### src/rtl/alu_ext_seq.sv
// Multi-cycle WIDTH-bit add/sub engine: one SLICE-bit chunk per clock with the carry chained
// between chunks. Reports carry/borrow, zero and signed overflow through a start/busy/done handshake.
module alu_ext_seq #(
    parameter int WIDTH = 16,
    parameter int SLICE = 8
) (
    input  logic             clk,
    input  logic             rst_n,
    input  logic             start,
    input  logic [WIDTH-1:0] a,
    input  logic [WIDTH-1:0] b,
    input  logic [1:0]       op,
    input  logic             cin,
    output logic             busy,
    output logic             done,
    output logic [WIDTH-1:0] result,
    output logic             c_out,
    output logic             z_out,
    output logic             v_out
);
    localparam int NSLICE = WIDTH / SLICE;
    localparam int IDXW   = (NSLICE > 1) ? $clog2(NSLICE) : 1;
    localparam logic [IDXW-1:0] LAST_IDX = IDXW'(NSLICE - 1);

    typedef enum logic [1:0] {IDLE, RUN, DONE} state_t;

    state_t           state_q, state_d;
    logic [IDXW-1:0]  idx_q, idx_d;
    logic             carry_q, carry_d;
    logic             sub_q, sub_d;
    logic [WIDTH-1:0] opa_q, opa_d;
    logic [WIDTH-1:0] opb_q, opb_d;
    logic [WIDTH-1:0] result_q, result_d;
    logic             c_q, c_d, z_q, z_d, v_q, v_d;
    logic             busy_q, busy_d, done_q, done_d;

    logic [SLICE-1:0] a_sl [NSLICE];
    logic [SLICE-1:0] b_sl [NSLICE];
    logic [SLICE-1:0] cur_a, cur_b;
    logic [SLICE:0]   sum_w;

    for (genvar gi = 0; gi < NSLICE; gi++) begin : g_slice
        assign a_sl[gi] = opa_q[gi*SLICE +: SLICE];
        assign b_sl[gi] = opb_q[gi*SLICE +: SLICE];
    end

    always_comb begin
        cur_a = '0;
        cur_b = '0;
        for (int i = 0; i < NSLICE; i++) begin
            if (idx_q == IDXW'(i)) begin
                cur_a = a_sl[i];
                cur_b = b_sl[i];
            end
        end
    end

    assign sum_w = {1'b0, cur_a} + {1'b0, cur_b} + (SLICE+1)'(carry_q);

    always_comb begin
        state_d  = state_q;
        idx_d    = idx_q;
        carry_d  = carry_q;
        sub_d    = sub_q;
        opa_d    = opa_q;
        opb_d    = opb_q;
        result_d = result_q;
        c_d      = c_q;
        z_d      = z_q;
        v_d      = v_q;
        done_d   = 1'b0;
        case (state_q)
            IDLE, DONE: begin
                if (start) begin
                    opa_d   = a;
                    opb_d   = op[1] ? ~b : b;
                    sub_d   = op[1];
                    // c0: 00->0, 01->cin, 10->1, 11->~cin
                    carry_d = op[0] ? (cin ^ op[1]) : op[1];
                    idx_d   = '0;
                    state_d = RUN;
                end else begin
                    state_d = IDLE;
                end
            end
            RUN: begin
                for (int i = 0; i < NSLICE; i++) begin
                    if (idx_q == IDXW'(i)) result_d[i*SLICE +: SLICE] = sum_w[SLICE-1:0];
                end
                carry_d = sum_w[SLICE];
                idx_d   = idx_q + IDXW'(1);
                if (idx_q == LAST_IDX) begin
                    idx_d   = '0;
                    state_d = DONE;
                    done_d  = 1'b1;
                    c_d     = sum_w[SLICE] ^ sub_q;
                    z_d     = (result_d == '0);
                    // carry into the MSB is recovered from the MSB sum bit and its operands
                    v_d     = sum_w[SLICE] ^ (sum_w[SLICE-1] ^ cur_a[SLICE-1] ^ cur_b[SLICE-1]);
                end
            end
            default: state_d = IDLE;
        endcase
        busy_d = (state_d == RUN);
    end

    always_ff @(posedge clk or negedge rst_n) begin
        if (!rst_n) begin
            state_q  <= IDLE;
            idx_q    <= '0;
            carry_q  <= 1'b0;
            sub_q    <= 1'b0;
            opa_q    <= '0;
            opb_q    <= '0;
            result_q <= '0;
            c_q      <= 1'b0;
            z_q      <= 1'b0;
            v_q      <= 1'b0;
            busy_q   <= 1'b0;
            done_q   <= 1'b0;
        end else begin
            state_q  <= state_d;
            idx_q    <= idx_d;
            carry_q  <= carry_d;
            sub_q    <= sub_d;
            opa_q    <= opa_d;
            opb_q    <= opb_d;
            result_q <= result_d;
            c_q      <= c_d;
            z_q      <= z_d;
            v_q      <= v_d;
            busy_q   <= busy_d;
            done_q   <= done_d;
        end
    end

    assign busy   = busy_q;
    assign done   = done_q;
    assign result = result_q;
    assign c_out  = c_q;
    assign z_out  = z_q;
    assign v_out  = v_q;
endmodule
### config.mk
export PLATFORM = sky130hd
export DESIGN_NAME = alu_ext_seq
export DESIGN_NICKNAME = d
export VERILOG_FILES = /design/src/rtl/alu_ext_seq.sv
export SDC_FILE = /design/constraint.sdc
export NUM_CORES = 1
export LEC_CHECK = 0
export ABC_AREA = 1
export ABC_CLOCK_PERIOD_IN_PS = 2700
export CORE_ASPECT_RATIO = 0.5
export CORE_MARGIN = 3
export CORE_UTILIZATION = 35
export DETAILED_ROUTE_END_ITERATION = 12
export PLACE_DENSITY = 0.56
export SLEW_MARGIN = 40
export SYNTH_ARGS = -nofsm -noshare
export SYNTH_HDL_FRONTEND = slang
export SYNTH_SLANG_ARGS = --single-unit
### constraint.sdc
create_clock -name clk -period 2.7 [get_ports clk]
set_input_delay 0.54 -clock clk [delete_from_list [all_inputs] [get_ports clk]]
set_output_delay 0.54 -clock clk [all_outputs]
set_load 0.02 [all_outputs]
==> impl_metrics.csv <==
group,metric,value,unit
worst_setup_path,r2r_slack,0.17,ns
clocking,numClockSinks,58,
timing,fin_skew,0.00586,ns
synthesis,synth_edf_count,0,
clocking,htreeDepth,3,
synthesis,yosysMostFrequentCell,"nand2_1",
timing,clock.fmax,0.396,GHz
global_routing,grt_pass1_vias,2258,
clocking,cts_buffers,9,
place,post-dp-hpwl,5.21,mm
clocking,clk_latency,0.32,ns
worst_setup_path,path_buf_inv,0,
routing,dr.pass1.iters,4,
global_routing,antenna_found_initial,0,
finish,fillCellCount,719,
worst_setup_path,r2r-end,"z_out",
floorplanning,core,7730,sq um
timing,final_hold_viol_count,0,
place,placed_cells,490,
routing,via_per_inst,4.60,
synthesis,syn_nets,375,
job,drv_cap,0,
synthesis,ys_top_cells_by_area,"dfrtp_1 (49%), nand2_1 (13%), xnor2_1 (5.9%)",
power_and_ir_drop,power_density,1500,nW/um^2
routing,postRouteAntennaNets,0,
worst_setup_path,critPathRequiredTime,2.94,ns
synthesis,synth.ff_latch_count,58,
power_and_ir_drop,ir_drop,0.000526,V
worst_setup_path,reg2reg_from,"idx_q",
synthesis,avgSynthCellArea,8.99,sq um
synthesis,syn-cell-area,2950,sq um
finish,finish.utilization,51.0,%
timing,setup_viol,0,
timing,final-max-slew-violation-count,0,
run_status,status,"finished clean",
synthesis,yosysSeqAreaShare,49.2,%
timing,period_needed,2.53,ns
global_routing,grt.overflow.total,0,
floorplanning,rows,22,
worst_setup_path,cp_max_fo,7,
global_routing,grt_pass1_wl,11.5,mm
synthesis,ys_async_sr_fraction,100,%
clocking,clk_pin_slew,0.05,ns
timing,slew_headroom,55.2,%
finish,drive_gt1_share,12.8,%
worst_setup_path,crit_chain,"mux2i_1 > fa_1 > fa_1 > nand3b_1 > nand2_1 > xnor2_1 > nor2b_1 > nand3_1 > o21ai_1",
global_routing,grt.total_usage,15.4,%
floorplanning,die_h,70.9,um
synthesis,synth_cells,328,
floorplanning,dieArea,9630,sq um
synthesis,synth-main-ff-cell,"dfrtp_1",
clocking,clk_path_buf_depth,2,
synthesis,ys_top_cells_by_count,"nand2_1 (106), dfrtp_1 (58), o21ai_0 (33)",
worst_setup_path,crit_type,"reg2reg",
finish,fin_cells,506,
routing,routed_wl,6.73,mm
floorplanning,die_width,136,um
clocking,root_buffer,"clkbuf_16",
timing,fin_ws,0.174,ns
finish,antenna_cells,0,
place,gp_congestion,0.953,
place,place_ws,0.186,ns
worst_setup_path,crit_path_end_kind,"register",
floorplanning,ios,59,
routing,drt_iter0_drc,118,
routing,via_count,2330,
synthesis,synth_cell_types,30,
power_and_ir_drop,power.leakage,1.85,nW
floorplanning,initial_core_util,38.1,%
timing,tightest_slew,0.670,ns
routing,drc,0,
finish,layout-area-overhead-vs-synth,33.8,%
worst_setup_path,cp_common_cell,"fa_1",
finish,nNetsFinal,440,
place,port_buffers,58,
worst_setup_path,max_stage_delay,0.51,ns
synthesis,synth_top_area_share,49.2,%
worst_setup_path,cp.arrival,2.77,ns
routing,wire_per_inst,13.3,um
synthesis,synth_top_area_cell,"dfrtp_1",
worst_setup_path,start_kind,"register",
timing,finalCritPeriodShare,93.6,%
timing,grt_setup_unrepaired,"no",
worst_setup_path,worstRegToRegCells,9,
timing,setup_tns,0,ns
clocking,tritoncts,"done",
global_routing,grt_max_degree,57,
hold_path,hp-class,"in2async",
worst_setup_path,critPathTopFamily,"adder cells",
synthesis,yosys_warnings,0,
worst_setup_path,cp_slowest_cell,"dfrtp_1",
==> power breakdown <==
part	internal, mW	switching [mW]
sequential	1.30	0.262
clock	0.635	0.381
combinational	1.38	1.97
total	3.32	2.61
==> worst max-delay path by stage <==
stage | start | end | cells past startpoint
3_3_place_gp | idx_q | z_out | 9
2_1_floorplan | idx_q | z_out | 10
4_1_cts | idx_q | z_out | 9
3_5_place_dp | idx_q | z_out | 9
6_report | idx_q | z_out | 9
5_1_grt | idx_q | z_out | 9
==> state kept, by name, indices dropped and copies added, names as in the netlist, 2 cells and up <==
register / cells
result: 16
opb_q: 16
opa_q: 16
state_q: 2
==> cell families (layout without fill, tap and decap cells) <==
kind of cell | count (synthesis) | after routing | share of synthesized area (%)
simple gates | 134 | 134 | 18.8
flops | 58 | 58 | 49.2
compound gates | 49 | 49 | 8.57
buf+inv | 38 | 108 | 5.81
xor+xnor | 23 | 23 | 6.83
mux | 17 | 17 | 6.41
fa+ha+maj | 9 | 9 | 4.33
==> per-layer routing <==
layer | vias to the layer above | GRT usage, % | wire, um
li1 | 1186 | - | -
met1 | 1086 | 22.7 | 3390
met2 | 56 | 20.4 | 2890
met3 | 2 | 5.97 | 413
met4 | 0 | 5.03 | 34
met5 | - | 0 | 0
==> placed cells by master (no fill, tap or decap), types with 2 or more instances in the layout <==
cell type	instances
mux2i_1	2
xnor2_1	20
nor2_1	7
or2_2	2
nand3_1	11
fa_1	2
xor2_1	3
inv_1	21
dfrtp_1	58
clkdlybuf4s50_1	57
clkinv_2	5
inv_2	2
clkbuf_16	9
a21oi_1	7
buf_4	10
nand2_1	106
o21ai_1	6
mux2_2	15
ha_1	7
o21ai_0	33
==> final cells by class <==
type / instances / area (sq um) / share of cell area, %
Timing Repair Buffer: 69 / 671 / 17.0
Tap cell: 108 / 135 / 3.43
Sequential cell: 58 / 1450 / 36.8
Multi-Input combinational cell: 232 / 1330 / 33.7
Inverter: 23 / 86.3 / 2.19
Clock inverter: 6 / 32.5 / 0.825
Clock buffer: 10 / 239 / 6.06
==> per-stage QoR <==
step / hold slack, ns / instance area (sq um) / power [mW]
after floorplan: 0.244 / 2950 / 3.78
after global placement: 0.467 / 3670 / 4.86
after detailed placement: 0.475 / 3670 / 4.91
after CTS: 0.181 / 3940 / 5.97
after global routing: 0.213 / 3950 / 6.47
final: 0.178 / 3950 / 5.93
==> repair_timing <==
item	CTS	global route
resized for setup	0	1
endpoints found under the hold margin	0	0
endpoints found under the setup margin	0	1
hold buffers	0	0
buffers inserted	0	0
Note: power is estimated with default switching activity, not from simulation.
